## config.mk

```make
export PLATFORM = sky130hd
export DESIGN_NAME = mem_stage_ctrl_flat
export DESIGN_NICKNAME = d
export VERILOG_FILES = /design/src/rtl/mem_stage_pkg.sv /design/src/rtl/mem_stage_ctrl_if.sv /design/src/rtl/Register_Pipe.sv /design/src/rtl/mem_wb_reg.sv /design/src/rtl/mem_stage_ctrl.sv /design/src/flat_wrapper.sv
export SDC_FILE = /design/constraint.sdc
export NUM_CORES = 1
export LEC_CHECK = 0
export ABC_AREA = 1
export BUFFER_PORTS_ARGS = -buffer_cell sky130_fd_sc_hd__buf_2
export CORE_AREA = 2 2 124 126
export DETAILED_ROUTE_END_ITERATION = 7
export DIE_AREA = 0 0 126 128
export PLACE_DENSITY = 0.8
export SYNTH_ARGS = -nofsm -noshare
export SYNTH_HDL_FRONTEND = slang
export SYNTH_SLANG_ARGS = --single-unit
```

## constraint.sdc

```tcl
create_clock -name clk -period 1.2 [get_ports clk]
set_clock_uncertainty 0.05 [all_clocks]
set_input_delay 0.24 -clock clk [delete_from_list [all_inputs] [get_ports clk]]
set_output_delay 0.24 -clock clk [all_outputs]
set_load 0.01 [all_outputs]
```

## src/rtl/mem_stage_pkg.sv

```systemverilog
// Shared types and constants for the MEM stage controller.
package mem_stage_pkg;
  localparam int DATA_W = 32;
  localparam int REG_W  = 5;

  typedef enum logic {
    ST_IDLE   = 1'b0,
    ST_ACCESS = 1'b1
  } state_e;

  localparam logic BUBBLE_REGWRITE = 1'b0;
  localparam logic BUBBLE_MEMTOREG = 1'b0;
endpackage

```

## src/rtl/mem_stage_ctrl_if.sv

```systemverilog
// Data-memory req/ack bus; master = MEM stage controller, slave = memory.
interface mem_stage_ctrl_if #(parameter int N = 32);
  logic         mem_req;
  logic         mem_we;
  logic [N-1:0] mem_addr;
  logic [N-1:0] mem_wdata;
  logic [N-1:0] mem_rdata;
  logic         mem_ack;

  modport master (output mem_req, mem_we, mem_addr, mem_wdata,
                  input  mem_rdata, mem_ack);
  modport slave  (input  mem_req, mem_we, mem_addr, mem_wdata,
                  output mem_rdata, mem_ack);
endinterface

```

## src/rtl/Register_Pipe.sv

```systemverilog
// Enabled pipeline register with synchronous active-high reset.
module Register_Pipe #(
  parameter int W = 1
) (
  input  logic         clk,
  input  logic         reset,
  input  logic         en_i,
  input  logic [W-1:0] d_i,
  output logic [W-1:0] q_o
);
  always_ff @(posedge clk) begin
    if (reset)     q_o <= '0;
    else if (en_i) q_o <= d_i;
  end
endmodule

```

## src/rtl/mem_wb_reg.sv

```systemverilog
// MEM/WB register: bubble zeroes the control bits only, data fields hold.
module mem_wb_reg
  import mem_stage_pkg::*;
#(
  parameter int N          = DATA_W,
  parameter int REG_ADDR_W = REG_W
) (
  input  logic                  clk,
  input  logic                  reset,
  input  logic                  load_i,
  input  logic                  bubble_i,
  input  logic                  rd_load_i,
  input  logic                  memtoreg_i,
  input  logic                  regwrite_i,
  input  logic [N-1:0]          read_data_i,
  input  logic [N-1:0]          alu_result_i,
  input  logic [REG_ADDR_W-1:0] write_reg_i,
  output logic                  memtoreg_o,
  output logic                  regwrite_o,
  output logic [N-1:0]          read_data_o,
  output logic [N-1:0]          alu_result_o,
  output logic [REG_ADDR_W-1:0] write_reg_o
);
  logic       data_en;
  logic [1:0] ctrl_d, ctrl_q;

  assign data_en = load_i & ~bubble_i;
  assign ctrl_d  = bubble_i ? {BUBBLE_MEMTOREG, BUBBLE_REGWRITE} : {memtoreg_i, regwrite_i};
  assign {memtoreg_o, regwrite_o} = ctrl_q;

  Register_Pipe #(.W(2)) u_ctrl (
    .clk(clk), .reset(reset), .en_i(load_i | bubble_i), .d_i(ctrl_d), .q_o(ctrl_q));
  Register_Pipe #(.W(N)) u_rdata (
    .clk(clk), .reset(reset), .en_i(data_en & rd_load_i), .d_i(read_data_i), .q_o(read_data_o));
  Register_Pipe #(.W(N)) u_alu (
    .clk(clk), .reset(reset), .en_i(data_en), .d_i(alu_result_i), .q_o(alu_result_o));
  Register_Pipe #(.W(REG_ADDR_W)) u_wreg (
    .clk(clk), .reset(reset), .en_i(data_en), .d_i(write_reg_i), .q_o(write_reg_o));
endmodule

```

## src/rtl/mem_stage_ctrl.sv

```systemverilog
// MEM stage: branch resolve, multi-cycle data-memory handshake, MEM/WB load.
// Optional access watchdog enabled by MEM_STAGE_TIMEOUT_EN.
module mem_stage_ctrl
  import mem_stage_pkg::*;
#(
  parameter int N              = DATA_W,
  parameter int REG_ADDR_W     = REG_W,
  parameter int TIMEOUT_CYCLES = 16
) (
  input  logic                  clk,
  input  logic                  reset,
  input  logic                  ex_beq,
  input  logic                  ex_bne,
  input  logic                  ex_memread,
  input  logic                  ex_memwrite,
  input  logic                  ex_memtoreg,
  input  logic                  ex_regwrite,
  input  logic [N-1:0]          ex_alu_result,
  input  logic                  ex_alu_zero,
  input  logic [N-1:0]          ex_branch_target,
  input  logic [N-1:0]          ex_read_data2,
  input  logic [REG_ADDR_W-1:0] ex_write_reg,
  mem_stage_ctrl_if.master      mem,
  output logic                  stall,
  output logic                  branch_taken,
  output logic [N-1:0]          branch_target,
  output logic                  flush,
  output logic                  wb_memtoreg,
  output logic                  wb_regwrite,
  output logic [N-1:0]          wb_read_data,
  output logic [N-1:0]          wb_alu_result,
  output logic [REG_ADDR_W-1:0] wb_write_reg,
  output logic                  mem_err
);
  state_e       state_q, state_d;
  logic         op_present, expire, req_w, stall_w, bubble;
  logic [N-1:0] addr_q, wdata_q;
  logic         we_q;

  assign op_present = ex_memread | ex_memwrite;

`ifdef MEM_STAGE_TIMEOUT_EN
  localparam int CNT_W = $clog2(TIMEOUT_CYCLES) + 1;
  logic [CNT_W-1:0] cnt_q;
  logic             err_q;

  // Expires on the TIMEOUT_CYCLES-th un-acked ACCESS cycle; an ack that cycle wins.
  assign expire  = (state_q == ST_ACCESS) & ~mem.mem_ack &
                   (cnt_q == CNT_W'(TIMEOUT_CYCLES - 1));
  assign mem_err = err_q;

  always_ff @(posedge clk) begin
    if (reset) begin
      cnt_q <= '0;
      err_q <= 1'b0;
    end else begin
      err_q <= expire;
      if (state_q == ST_IDLE)  cnt_q <= '0;
      else if (!mem.mem_ack)   cnt_q <= cnt_q + 1'b1;
    end
  end
`else
  assign expire  = 1'b0;
  assign mem_err = 1'b0;
`endif

  always_ff @(posedge clk) begin
    if (reset) state_q <= ST_IDLE;
    else       state_q <= state_d;
  end

  always_comb begin
    state_d = state_q;
    unique case (state_q)
      ST_IDLE:   if (op_present) state_d = ST_ACCESS;
      ST_ACCESS: if (mem.mem_ack || expire) state_d = ST_IDLE;
      default:   state_d = ST_IDLE;
    endcase
  end

  always_comb begin
    req_w   = 1'b0;
    stall_w = 1'b0;
    unique case (state_q)
      ST_IDLE:   stall_w = op_present;
      ST_ACCESS: begin
        req_w   = 1'b1;
        stall_w = ~mem.mem_ack & ~expire;
      end
      default: ;
    endcase
  end

  // Address/data/direction are frozen here so the bus stays stable until ack.
  always_ff @(posedge clk) begin
    if (reset) begin
      addr_q  <= '0;
      wdata_q <= '0;
      we_q    <= 1'b0;
    end else if (state_q == ST_IDLE && op_present) begin
      addr_q  <= ex_alu_result;
      wdata_q <= ex_read_data2;
      we_q    <= ex_memwrite;
    end
  end

  assign mem.mem_req   = req_w;
  assign mem.mem_we    = we_q;
  assign mem.mem_addr  = addr_q;
  assign mem.mem_wdata = wdata_q;

  assign stall         = stall_w;
  assign branch_taken  = ~stall_w & ((ex_beq & ex_alu_zero) | (ex_bne & ~ex_alu_zero));
  assign flush         = branch_taken;
  assign branch_target = ex_branch_target;

  // EX/MEM is frozen while stalled, so at ack the ex_* fields still describe the access.
  assign bubble = stall_w | expire;

  mem_wb_reg #(.N(N), .REG_ADDR_W(REG_ADDR_W)) u_mem_wb (
    .clk          (clk),
    .reset        (reset),
    .load_i       (~bubble),
    .bubble_i     (bubble),
    .rd_load_i    ((state_q == ST_ACCESS) & ~we_q),
    .memtoreg_i   (ex_memtoreg),
    .regwrite_i   (ex_regwrite),
    .read_data_i  (mem.mem_rdata),
    .alu_result_i (ex_alu_result),
    .write_reg_i  (ex_write_reg),
    .memtoreg_o   (wb_memtoreg),
    .regwrite_o   (wb_regwrite),
    .read_data_o  (wb_read_data),
    .alu_result_o (wb_alu_result),
    .write_reg_o  (wb_write_reg)
  );
endmodule

```

## src/flat_wrapper.sv

```systemverilog
// flat-port wrapper written by rule: the top's interface ports become plain ports
module mem_stage_ctrl_flat import mem_stage_pkg::*;
#(
  parameter int N              = DATA_W,
  parameter int REG_ADDR_W     = REG_W,
  parameter int TIMEOUT_CYCLES = 16
)
  (clk, reset, ex_beq, ex_bne, ex_memread, ex_memwrite, ex_memtoreg, ex_regwrite, ex_alu_result, ex_alu_zero, ex_branch_target, ex_read_data2, ex_write_reg, stall, branch_taken, branch_target, flush, wb_memtoreg, wb_regwrite, wb_read_data, wb_alu_result, wb_write_reg, mem_err, mem_mem_req, mem_mem_we, mem_mem_addr, mem_mem_wdata, mem_mem_rdata, mem_mem_ack);
  mem_stage_ctrl_if #(.N(N)) mem_i ();
  input  logic clk;
  input  logic reset;
  input  logic ex_beq;
  input  logic ex_bne;
  input  logic ex_memread;
  input  logic ex_memwrite;
  input  logic ex_memtoreg;
  input  logic ex_regwrite;
  input  logic [N-1:0] ex_alu_result;
  input  logic ex_alu_zero;
  input  logic [N-1:0] ex_branch_target;
  input  logic [N-1:0] ex_read_data2;
  input  logic [REG_ADDR_W-1:0] ex_write_reg;
  output logic stall;
  output logic branch_taken;
  output logic [N-1:0] branch_target;
  output logic flush;
  output logic wb_memtoreg;
  output logic wb_regwrite;
  output logic [N-1:0] wb_read_data;
  output logic [N-1:0] wb_alu_result;
  output logic [REG_ADDR_W-1:0] wb_write_reg;
  output logic mem_err;
  output wire logic [$bits(mem_i.mem_req)-1:0] mem_mem_req;
  output wire logic [$bits(mem_i.mem_we)-1:0] mem_mem_we;
  output wire logic [$bits(mem_i.mem_addr)-1:0] mem_mem_addr;
  output wire logic [$bits(mem_i.mem_wdata)-1:0] mem_mem_wdata;
  input wire logic [$bits(mem_i.mem_rdata)-1:0] mem_mem_rdata;
  input wire logic [$bits(mem_i.mem_ack)-1:0] mem_mem_ack;
  assign mem_mem_req = mem_i.mem_req;
  assign mem_mem_we = mem_i.mem_we;
  assign mem_mem_addr = mem_i.mem_addr;
  assign mem_mem_wdata = mem_i.mem_wdata;
  assign mem_i.mem_rdata = mem_mem_rdata;
  assign mem_i.mem_ack = mem_mem_ack;
  mem_stage_ctrl #(.N(N), .REG_ADDR_W(REG_ADDR_W), .TIMEOUT_CYCLES(TIMEOUT_CYCLES)) u_core (.clk(clk), .reset(reset), .ex_beq(ex_beq), .ex_bne(ex_bne), .ex_memread(ex_memread), .ex_memwrite(ex_memwrite), .ex_memtoreg(ex_memtoreg), .ex_regwrite(ex_regwrite), .ex_alu_result(ex_alu_result), .ex_alu_zero(ex_alu_zero), .ex_branch_target(ex_branch_target), .ex_read_data2(ex_read_data2), .ex_write_reg(ex_write_reg), .mem(mem_i), .stall(stall), .branch_taken(branch_taken), .branch_target(branch_target), .flush(flush), .wb_memtoreg(wb_memtoreg), .wb_regwrite(wb_regwrite), .wb_read_data(wb_read_data), .wb_alu_result(wb_alu_result), .wb_write_reg(wb_write_reg), .mem_err(mem_err));
endmodule
```

# Word-level counts from Yosys, hierarchy flattened

Cells that the tools add are included.

Flip-flop bits (word level): 137
Latch bits: 0
Memory bits (writable): 0
Bits in read-only memories: 0
Output and inout bits: 173
Memories: 0

Add/sub/neg operators: 0
Multipliers: 0
Divide/modulo/power cells: 0
Magnitude comparators: 0
Equality and inequality tests: 0
Shift operators: 0
Muxes and demuxes: 5
Bitwise gates (word level): 12
Reduce and logical (&&, ||, !) cells: 2

Operators with widths:

| cell                            | number |
|---|---|
| AND 1 bit                       | 5 |
| NOT 1 bit                       | 5 |
| case mux 1 bit (2 select lines) | 2 |
| 2-to-1 mux 1 bit                | 3 |
| OR 1 bit                        | 2 |
| OR reduction 2 bit              | 1 |
| logical AND 1 bit               | 1 |

# Logic depth before layout (Yosys ltp)

Gate-level depths: netlist of the first run.

Depth in word-level cells: 4
Mapped depth: 8
Gate-level depth less buffers: 5

# Modules after synthesis

From an unflattened synthesis of the first run, not the netlist that was laid out.

Cell total of the unflattened synthesis: 932
Area, all modules: 6247.2 µm²

Modules (own cells, without submodules):

| module                                     | instances | cells each | area each (µm²) | seq. area each (µm²) |
|---|---|---|---|---|
| mem_stage_ctrl                             | 1         | 470        | 3233.1          | 1321.3 |
| Register_Pipe at u_core.u_mem_wb.u_alu ... | 2         | 203        | 1338.8          | 640.6 |
| Register_Pipe at u_core.u_mem_wb.u_wreg    | 1         | 32         | 209.0           | 100.1 |
| Register_Pipe at u_core.u_mem_wb.u_ctrl    | 1         | 13         | 81.3            | 40.0 |
| mem_wb_reg                                 | 1         | 11         | 46.3            | 0.0 |

# Worst setup path before layout of the first run

OpenSTA, ideal clock, no wires.

Path type: register to output
Start point: register u_core.state_q
End point: output port flush
Arrival: 1.218 ns
Required time: 0.910 ns
Path slack: -0.308 ns
Stages on the path, launching flop included: 7
Path buffers: 2
Cells stage by stage: dfxtp_1 inv_2 o21ai_4 nand2_1 buf_2 nor2_1 buf_4

Word-level cells in the longest chain between the ends: 4

Ends and longest elaborated chain:

| item                                | line                  | text |
|---|---|---|
| start: declaration                  | mem_stage_ctrl.sv:35  | `state_e state_q, state_d;` |
| start signal: assignment            | mem_stage_ctrl.sv:69  | `else state_q <= state_d;` |
| NOT 1 bit                           | n/a                   |  |
| case mux 1 bit (2 select lines) (*) | mem_stage_ctrl.sv:84  | `unique case (state_q)` |
| via stall                           | flat_wrapper.sv:23    | `output logic stall;` |
| NOT 1 bit (*)                       | mem_stage_ctrl.sv:113 | `assign branch_taken = ~stall_w & ((ex_beq & ex_alu_zero) \| (ex_bne & ~ex_alu_zero));` |
| AND 1 bit (*)                       | mem_stage_ctrl.sv:113 |  |
| end: declaration                    | flat_wrapper.sv:26    | `output logic flush;` |

The timed path passes the listed nets; every way through them passes the cells marked *.

# Worst setup path in the final report of the first run

Start point: register u_core.state_q
End point: output port flush

Word-level cells in the longest chain between the ends: 4

Ends and longest elaborated chain:

| item                                | line |
|---|---|
| NOT 1 bit                           | n/a |
| case mux 1 bit (2 select lines) (*) | mem_stage_ctrl.sv:84 |
| NOT 1 bit (*)                       | mem_stage_ctrl.sv:113 |
| AND 1 bit (*)                       | mem_stage_ctrl.sv:113 |

Every way passes the cells marked *; elsewhere a longest branch is shown, timed or not.

==> flow_summary.yaml, run 1 <==
global_routing:
  grt_first_pass_wirelength_um: 26100
  first_global_vias: 5201
  grt_use_total_pct: 20.4
  grt_antenna_before_repair: 1
  overflow: 0
  grt_start_max_net_pins: 48
floorplanning:
  die_x_um: 126
  floorplan.initialDensity_pct: 35.8
  ios: 316
  floorplan.rows: 45
  die-height_um: 128
  coreArea_um2: 14900
  fp.dieArea_um2: 16100
worst_setup_path:
  worst_r2r_startpoint: "u_core.state_q"
  worstSetupEndpointType: "output pin"
  critical_path_buf_inv_count: 2
  critPathKind: "flip-flop to output pin"
  crit_path_top_delay_cell: "sky130_fd_sc_hd__dfxtp_4"
  critical_path_peak_fanout: 3
  timing.critical_path.from: "u_core.state_q"
  worst_ep_required_time_ns: 0.91
  path_delay_family: "flip-flops"
  critPathLaunchType: "flip-flop"
  worst_path_cell_trace: "inv_4 > o21ai_4 > nand2_4 > nor2_4 > buf_2"
  critical_path_arrival_ns: 1.24
  slowest_delay_ns: 0.38
placement:
  io_buffers: 250
  place.detailed.instances: 1024
  gpl.final_weighted_congestion: 0.785
  dpl.hpwl_um: 11200
  post_place_instance_area_um2: 6660
detailed_routing:
  topRoutingLayerUsed: "met4"
  drt_wl_total_um: 20300
  post_detailed_route_count_of_antenna_violating_nets: 0
  drt_wl_cell_um: 18.2
  met2_length_um: 10100
  post_drt_via_cell_ratio: 5.12
  drc: 0
  drt_first_iter_violations: 258
  wl_met1_um: 7770
  detailroute.via_count: 5729
  detailedRoute.firstPassIterationCount: 5
  met3RoutedLength_um: 1610
cts:
  cts_inserted_buffers: 17
  clk_root_buffer_cell: "sky130_fd_sc_hd__clkbuf_16"
  cts_max_level: 4
  clk_pin_slew_worst_paths_ns: 0.06
  clock_insertion_delay_worst_skew_ns: 0.41
  clock_tree_from_tritoncts: "built"
  max-clock-path-buffers: 2
  clock-sinks: 137
synthesis:
  mappedNetlistNets: 788
  synth_top_cell_by_area: "sky130_fd_sc_hd__dfxtp_1"
  synth_top_cell_area_share_pct: 51.5
  ys_warn_count: 0
  yosys_most_used_dff: "sky130_fd_sc_hd__dfxtp_1"
  netlist-cell-type-count: 18
  synth_commonest_cells: "sky130_fd_sc_hd__dfxtp_1 (137), sky130_fd_sc_hd__nor2_1 (131), sky130_fd_sc_hd__nand2_1 (74)"
  cells_after_synth: 645
  top_count_cell_post_synth: "sky130_fd_sc_hd__dfxtp_1"
  post_synthesis_sequential_area_ratio_pct: 51.5
  synth-edff-count: 0
  synth_area_leaders: "sky130_fd_sc_hd__dfxtp_1 (52%), sky130_fd_sc_hd__nor2_1 (9.2%), sky130_fd_sc_hd__o21bai_1 (9.0%)"
  post_synth.cell_area_avg_um2: 8.26
  synth_async_sr_flop_share_pct: 0
  synth.cell_area_um2: 5330
  count_of_state_elements_after_synthesis: 137
outcome:
  failed_checks: "negative setup slack"
  status: "complete, but fails checks"
timing:
  finalCriticalPeriod_ns: 1.53
  timing_max_transition_violations_final: 0
  final-hold-violation-count: 0
  setup_ws_ns: -0.327
  final_min_period_over_clock_period_pct: 127
  setup_violations: 140
  rsz0062_at_grt: "true"
  clock.fmax_ghz: 0.655
finish:
  layout.cells.non_filler: 1118
  design.final.nets: 1060
  antenna-diode-count: 0
  final_layout_size_suffix_gt1_share_pct: 68.8
  final_design_area_no_fill_um2: 9570
  synthToLayoutAreaGrowth_pct: 79.8
  final_core_util_pct: 64.4
min_path:
  min_delay_path_class: "primary input to flip-flop"
  hold_path_startpoint: "ex_write_reg[0]"
power:
  leakage_nw: 4.40
  worst_ir_drop_vdd_mv: 0.862
  power.density_cell_area_nw_per_um2: 1440
run:
  cap_violations: 0
worst min-delay path, cell delays in order:
cell	delay, ns
sky130_fd_sc_hd__buf_2	0.08
sky130_fd_sc_hd__nand4_1	0.07
sky130_fd_sc_hd__nand2_1	0.06
flip-flops by register name, summed over array words and instances (netlist names):
register,cells
u_core.u_mem_wb.u_ctrl.q_o,2
u_core.u_mem_wb.u_wreg.q_o,5
u_core.state_q,1
u_core.mem.mem_wdata,32
u_core.u_mem_wb.u_alu.q_o,32
u_core.u_mem_wb.u_rdata.q_o,32
u_core.mem.mem_we,1
u_core.mem.mem_addr,32
cells by family after synthesis:
logic type             count (synthesis)  share of synthesized area (%)
and+or+nand+nor                      313                           25.5
DFF                                  137                           51.5
AOI/OAI and AO/OA                     99                           12.5
buffers and inverters                 94                           10.2
muxes                                  1                          0.188
other                                  1                         0.0704
stage by stage:
stage                     TNS (ns)  power (mW)  worst slack, ns  hold slack [ns]
after floorplan            -0.0386        6.31          -0.0386            0.302
after global placement      -10.96        7.05           -0.136            0.391
after detailed placement    -12.34        7.10           -0.142            0.396
after CTS                   -21.02        12.7           -0.358         0.000877
after global routing        -31.33        14.3           -0.400          0.00163
final                       -21.61        13.7           -0.327           0.0136
path summary, 6_finish.rpt:
| path | depth (start not counted) | end | slack [ns] |
|---|---|---|---|
| max | 5 | flush | -0.33 |
| min | 3 | u_core.u_mem_wb.u_wreg.q_o[0] | 0.01 |
| max reg2reg | 9 | u_core.mem.mem_addr[23] | -0.26 |
| min reg2reg | 2 | u_core.u_mem_wb.u_rdata.q_o[7] | 0.41 |
layer usage:
layer	vias to the layer above	track usage (%)
met3	66	5.84
li1	2676	-
met1	2667	23.8
met4	0	7.82
met5	-	0
met2	320	35.6
report_power, final:
| group | switching (mW) | total (mW) | internal, mW |
|---|---|---|---|
| Combinational | 1.58 | 3.23 | 1.66 |
| Clock | 2.02 | 5.24 | 3.22 |
| Sequential | 0.283 | 5.27 | 4.98 |
| Total | 3.88 | 13.7 | 9.86 |
repair_timing:
item,4_1_cts,5_1_grt
endpoints found under the setup margin,132,230
cloned,6,15
hold endpoints to repair,3,0
pin swaps,9,67
gates resized for setup,61,368
hold buffers,3,0
setup buffers,5,35
layout make-up:
class                      instances  area [µm²]
tap                              188         235
multi-input combinational        414        2890
timing repair inverter             1        16.3
sequential                       137        2910
clock inverter                    11         119
fill                            1112        5290
timing repair buffer             340        2900
inverter                           6        37.5
clock buffer                      21         470
cells in the final DEF, fill, tap and decap left out, types with 8 or more instances in the layout:
cell type,synthesis,final
sky130_fd_sc_hd__nand4_1,37,37
sky130_fd_sc_hd__nand2_2,0,13
sky130_fd_sc_hd__nor2_1,131,63
sky130_fd_sc_hd__a21oi_2,0,19
sky130_fd_sc_hd__buf_2,30,194
sky130_fd_sc_hd__buf_4,39,39
sky130_fd_sc_hd__o21bai_1,64,56
sky130_fd_sc_hd__nand3_2,0,17
sky130_fd_sc_hd__buf_6,1,63
sky130_fd_sc_hd__nand2_1,74,48
sky130_fd_sc_hd__nand3_1,70,45
sky130_fd_sc_hd__clkbuf_16,0,29
sky130_fd_sc_hd__nor2_4,0,40
sky130_fd_sc_hd__nand2_4,0,13
sky130_fd_sc_hd__nor2_2,1,29
sky130_fd_sc_hd__o21bai_4,0,8
sky130_fd_sc_hd__buf_12,0,19
sky130_fd_sc_hd__a21oi_1,34,15
sky130_fd_sc_hd__dfxtp_4,0,8
sky130_fd_sc_hd__dfxtp_2,0,112
sky130_fd_sc_hd__nand3_4,0,8
sky130_fd_sc_hd__dfxtp_1,137,17
(Power assumes the default switching activity.)
==> run 2: changes to the inputs <==
--- a/config.mk
+++ b/config.mk
@@ -7,10 +7,11 @@
 export LEC_CHECK = 0
 export ABC_AREA = 1
 export BUFFER_PORTS_ARGS = -buffer_cell sky130_fd_sc_hd__buf_2
-export CORE_AREA = 2 2 124 126
+export CORE_AREA = 2 2 122 124
 export DETAILED_ROUTE_END_ITERATION = 7
-export DIE_AREA = 0 0 126 128
-export PLACE_DENSITY = 0.8
+export DIE_AREA = 0 0 124 126
+export HOLD_SLACK_MARGIN = 0.08
+export PLACE_DENSITY = 0.79
 export SYNTH_ARGS = -nofsm -noshare
 export SYNTH_HDL_FRONTEND = slang
 export SYNTH_SLANG_ARGS = --single-unit
==> constraint.sdc (replaced) <==
create_clock -name clk -period 1.5 [get_ports clk]
set_clock_uncertainty 0.05 [all_clocks]
set_input_delay 0.3 -clock clk [delete_from_list [all_inputs] [get_ports clk]]
set_output_delay 0.3 -clock clk [all_outputs]
set_load 0.01 [all_outputs]
==> flow_summary.yaml, run 2 (synthesized netlist as in run 1, its figures left out) <==
placement:
  io_buffers: 250
  gpl.final_weighted_congestion: 0.779
  place.detailed.instances: 1015
  dpl.hpwl_um: 10700
finish:
  design.final.nets: 1024
  synthToLayoutAreaGrowth_pct: 41.5
  layout.cells.non_filler: 1079
  register_area_um2: 2740
  mostFrequentLayoutCells: "sky130_fd_sc_hd__buf_2 (247), sky130_fd_sc_hd__dfxtp_1 (136), sky130_fd_sc_hd__nor2_1 (130)"
  final_core_util_pct: 52.7
  multi_input_area_um2: 2060
  layout_commonest_cell: "sky130_fd_sc_hd__buf_2"
  final_layout_size_suffix_gt1_share_pct: 35.6
  fillCellCount: 1357
floorplanning:
  floorplan.rows: 44
  die-height_um: 126
  die_x_um: 124
  floorplan.initialDensity_pct: 37.2
  coreArea_um2: 14300
  ios: 316
  fp.dieArea_um2: 15600
detailed_routing:
  post_drt_via_cell_ratio: 4.85
  drt_first_iter_violations: 187
  detailedRoute.firstPassIterationCount: 5
  detailroute.via_count: 5231
  drc: 0
  drt_wl_cell_um: 14.6
  post_detailed_route_count_of_antenna_violating_nets: 0
  drt_wl_total_um: 15700
global_routing:
  grt_first_pass_wirelength_um: 23800
  globalRoute.busiestLayer: "met2"
  first_global_vias: 4879
  met2_usage_pct: 33.0
  grt_antenna_before_repair: 1
  overflow: 0
  grt_start_max_net_pins: 75
  grt_use_total_pct: 19.5
  met1_usage_pct: 22.1
  grt_use_met3_pct: 7.97
timing:
  clock.fmax_ghz: 0.624
  finalCriticalPeriod_ns: 1.60
  final_min_period_over_clock_period_pct: 107
  setup_ws_ns: -0.102
  final-hold-violation-count: 0
  hold_slack_ns: 0.0978
  timing_max_transition_violations_final: 0
  setup_violations: 3
  tns_ns: -0.226
  rsz0062_at_grt: "true"
worst_setup_path:
  critPathLaunchType: "flip-flop"
  worst_ep_required_time_ns: 1.15
  critPathKind: "flip-flop to output pin"
  critical_path_arrival_ns: 1.25
  worstSetupEndpointType: "output pin"
  critical_path_peak_fanout: 5
cts:
  clk_root_buffer_cell: "sky130_fd_sc_hd__clkbuf_16"
  cts_max_level: 4
  clock_insertion_delay_worst_skew_ns: 0.41
  cts_inserted_buffers: 17
  max-clock-path-buffers: 2
  clock_tree_from_tritoncts: "built"
  clk_pin_slew_worst_paths_ns: 0.06
  clock-sinks: 137
power:
  worst_ir_drop_vdd_mv: 0.637
  leakage_nw: 3.80
  power.density_cell_area_nw_per_um2: 1310
  overall_power_of_the_completed_layout_mw: 9.88
outcome:
  status: "complete, but fails checks"
  failed_checks: "negative setup slack"
run:
  cap_violations: 0
min_path:
  min_delay_path_class: "primary input to flip-flop"
[run 2: metrics by stage]
stage	setup slack (ns)	cell area [µm²]
finish	-0.102	7540
global route	-0.176	7530
CTS	-0.126	7460
detailed placement	-0.00659	6560
global placement	-0.00375	6560
floorplan	0.0394	5330
[run 2: routing by layer]
layer | vias up | wire length, µm | share of wire [%]
met1 | 2380 | 6470 | 41
met5 | - | 0 | 0
met4 | 0 | 246 | 1.6
met2 | 232 | 7540 | 48
li1 | 2593 | - | -
met3 | 26 | 1490 | 9.5
[run 2: power by group]
part	total, mW	switching (mW)	leakage, nW	internal [mW]
sequential	4.08	0.143	1.13	3.94
clock	4.20	1.49	0.299	2.70
combinational	1.60	0.890	2.37	0.713
total	9.88	2.53	3.80	7.35
[run 2: path summary, 6_finish.rpt]
check                                       from                              to  slack (ns)  depth (start not counted)
setup / recovery                  u_core.state_q                    branch_taken       -0.10                          5
hold / removal                 ex_alu_result[29]   u_core.u_mem_wb.u_alu.q_o[29]         0.1                          3
setup reg to reg                  u_core.state_q         u_core.mem.mem_wdata[0]        0.08                          8
hold reg to reg   u_core.u_mem_wb.u_rdata.q_o[7]  u_core.u_mem_wb.u_rdata.q_o[7]        0.41                          2
[run 2: cell type report]
type,count,area share [%]
Clock inverter,7,1.16
Antenna cell,1,0.0332
Inverter,6,0.365
Tap cell,184,3.05
Multi-Input combinational cell,414,27.3
Sequential cell,137,36.4
Clock buffer,25,6.84
Timing Repair Buffer,305,24.8
[run 2: timing repair]
item,in CTS,in global routing
endpoints found under the hold margin,25,0
buffers inserted,4,1
pin swaps,2,0
endpoints found under the setup margin,3,35
gates cloned,0,2
hold buffers,25,0
gates resized for setup,5,5
[run 2: critical path, stage by stage, from the launching register on]
cell                      delay, ns
sky130_fd_sc_hd__dfxtp_2       0.34
sky130_fd_sc_hd__inv_2         0.05
sky130_fd_sc_hd__o21ai_4       0.07
sky130_fd_sc_hd__nand2_4       0.11
sky130_fd_sc_hd__nor2_4        0.14
sky130_fd_sc_hd__buf_6         0.12
==> run 3: changes to the inputs <==
==> constraint.sdc (replaced) <==
create_clock -name clk -period 1.65 [get_ports clk]
set_clock_uncertainty 0.05 [all_clocks]
set_input_delay 0.33 -clock clk [delete_from_list [all_inputs] [get_ports clk]]
set_output_delay 0.33 -clock clk [all_outputs]
set_load 0.01 [all_outputs]
==> flow_summary.yaml, run 3 (synthesized netlist as in run 1, its figures left out) <==
outcome:
  status: "finished clean"
worst_setup_path:
  critPathLaunchType: "flip-flop"
  slowest_delay_ns: 0.35
  worstSetupEndpointType: "output pin"
  worst_path_cell_trace: "inv_2 > o21ai_4 > nand2_4 > nor2_4 > buf_2"
  worst_ep_required_time_ns: 1.27
  critical_path_peak_fanout: 3
  crit_path_top_delay_cell: "sky130_fd_sc_hd__dfxtp_2"
  critical_path_arrival_ns: 1.24
  critPathKind: "flip-flop to output pin"
placement:
  dpl.hpwl_um: 10300
  io_buffers: 250
  post_place_instance_area_um2: 6520
  gpl.final_weighted_congestion: 0.760
  place.detailed.instances: 1009
detailed_routing:
  post_detailed_route_count_of_antenna_violating_nets: 0
  drt_first_iter_violations: 270
  detailroute.via_count: 5046
  post_drt_via_cell_ratio: 4.83
  drt_wl_cell_um: 14.4
  drc: 0
  drt_wl_total_um: 15000
  detailedRoute.firstPassIterationCount: 4
timing:
  final-hold-violation-count: 0
  clock.fmax_ghz: 0.617
  setup_violations: 0
  final_min_period_over_clock_period_pct: 98.2
  rsz0062_at_grt: "true"
  finalCriticalPeriod_ns: 1.62
  tns_ns: 0
  hold_slack_ns: 0.105
  timing_max_transition_violations_final: 0
floorplanning:
  die-height_um: 126
  fp.dieArea_um2: 15600
  floorplan.initialDensity_pct: 37.2
  die_x_um: 124
  coreArea_um2: 14300
  ios: 316
  floorplan.rows: 44
cts:
  clock_insertion_delay_worst_skew_ns: 0.41
  cts_max_level: 4
  clk_pin_slew_worst_paths_ns: 0.06
  clk_root_buffer_cell: "sky130_fd_sc_hd__clkbuf_16"
  clock-sinks: 137
  cts_inserted_buffers: 17
  max-clock-path-buffers: 2
  clock_tree_from_tritoncts: "built"
finish:
  synthToLayoutAreaGrowth_pct: 34.1
  final_design_area_no_fill_um2: 7140
  layout.cells.non_filler: 1044
  mostFrequentLayoutCells: "sky130_fd_sc_hd__buf_2 (249), sky130_fd_sc_hd__dfxtp_1 (136), sky130_fd_sc_hd__nor2_1 (130)"
  multi_input_area_um2: 2050
  antenna-diode-count: 0
  design.final.nets: 990
  register_area_um2: 2740
  layout_commonest_cell: "sky130_fd_sc_hd__buf_2"
  final_layout_size_suffix_gt1_share_pct: 35.8
  fillCellCount: 1350
global_routing:
  grt_use_total_pct: 19.2
  overflow: 0
  grt_antenna_before_repair: 0
  grt_start_max_net_pins: 99
  first_global_vias: 4743
  grt_first_pass_wirelength_um: 23300
power:
  overall_power_of_the_completed_layout_mw: 8.67
  worst_ir_drop_vdd_mv: 0.813
  power.density_cell_area_nw_per_um2: 1210
  leakage_nw: 3.60
min_path:
  min_delay_path_class: "primary input to flip-flop"
run:
  cap_violations: 0
[run 3: cell count changes in the layout (fill, tap and decap cells not counted)]
cell,change
sky130_fd_sc_hd__buf_12,+1
sky130_fd_sc_hd__buf_2,+2
sky130_fd_sc_hd__buf_4,-9
sky130_fd_sc_hd__buf_6,-2
sky130_fd_sc_hd__bufinv_16,-1
sky130_fd_sc_hd__clkbuf_16,-2
sky130_fd_sc_hd__clkbuf_8,-3
sky130_fd_sc_hd__clkinv_2,-2
sky130_fd_sc_hd__clkinvlp_4,+5
sky130_fd_sc_hd__diode_2,-1
sky130_fd_sc_hd__dlygate4sd3_1,-24
sky130_fd_sc_hd__inv_2,+1
sky130_fd_sc_hd__nor2_2,+1
sky130_fd_sc_hd__nor2_4,-1
[run 3: cell type report]
class	count	share of cell area (%)
repair buffers	271	21.3
clock inverters	10	1.31
well taps	184	3.22
flip-flops and latches	137	38.4
inverters	6	0.315
clock buffers	22	6.64
multi-input cells	414	28.8
[run 3: timing repair]
item / 4_1_cts / 5_1_grt
pin swaps: 2 / 0
setup endpoints to repair: 3 / 3
resized for setup: 7 / 0
buffers inserted: 2 / 0
hold buffers: 1 / 0
endpoints found under the hold margin: 1 / 0
[run 3: layer usage]
layer	wire length, µm	global-route usage (%)	part of all wire (%)
met5	0	0	0
met4	319	6.54	2.1
met3	1360	8.42	9.1
met2	7010	31.2	47
met1	6320	22.4	42
[run 3: where the power goes]
group | total (mW) | internal (mW) | switching [mW] | leakage [nW]
combinational | 1.35 | 0.565 | 0.786 | 2.21
clock | 3.62 | 2.19 | 1.43 | 0.261
sequential | 3.70 | 3.58 | 0.128 | 1.13
[run 3: worst max-delay path: cells and delay by family, from the launching register on]
family	cells	cell delay (ns)
buf+inv	2	0.20
compound gates	1	0.07
flops	1	0.35
simple gates	2	0.21
[run 3: final timing paths]
| path | startpoint | endpoint | slack, ns | cells past startpoint |
|---|---|---|---|---|
| worst max-delay path | u_core.state_q | branch_taken | 0.03 | 5 |
| worst min-delay path | ex_write_reg[1] | u_core.u_mem_wb.u_wreg.q_o[1] | 0.10 | 3 |
| worst max register to register | u_core.state_q | u_core.mem.mem_addr[17] | 0.14 | 7 |
| worst min register to register | u_core.u_mem_wb.u_wreg.q_o[4] | u_core.u_mem_wb.u_wreg.q_o[4] | 0.41 | 2 |
[run 3: stage by stage]
stage	utilization (%)	setup WS, ns
after floorplan	-	0.0266
after detailed placement	45.6	0.0170
after global routing	49.9	-0.0672
after global placement	45.6	0.0385
final	49.9	0.0289
after CTS	49.9	-0.00823
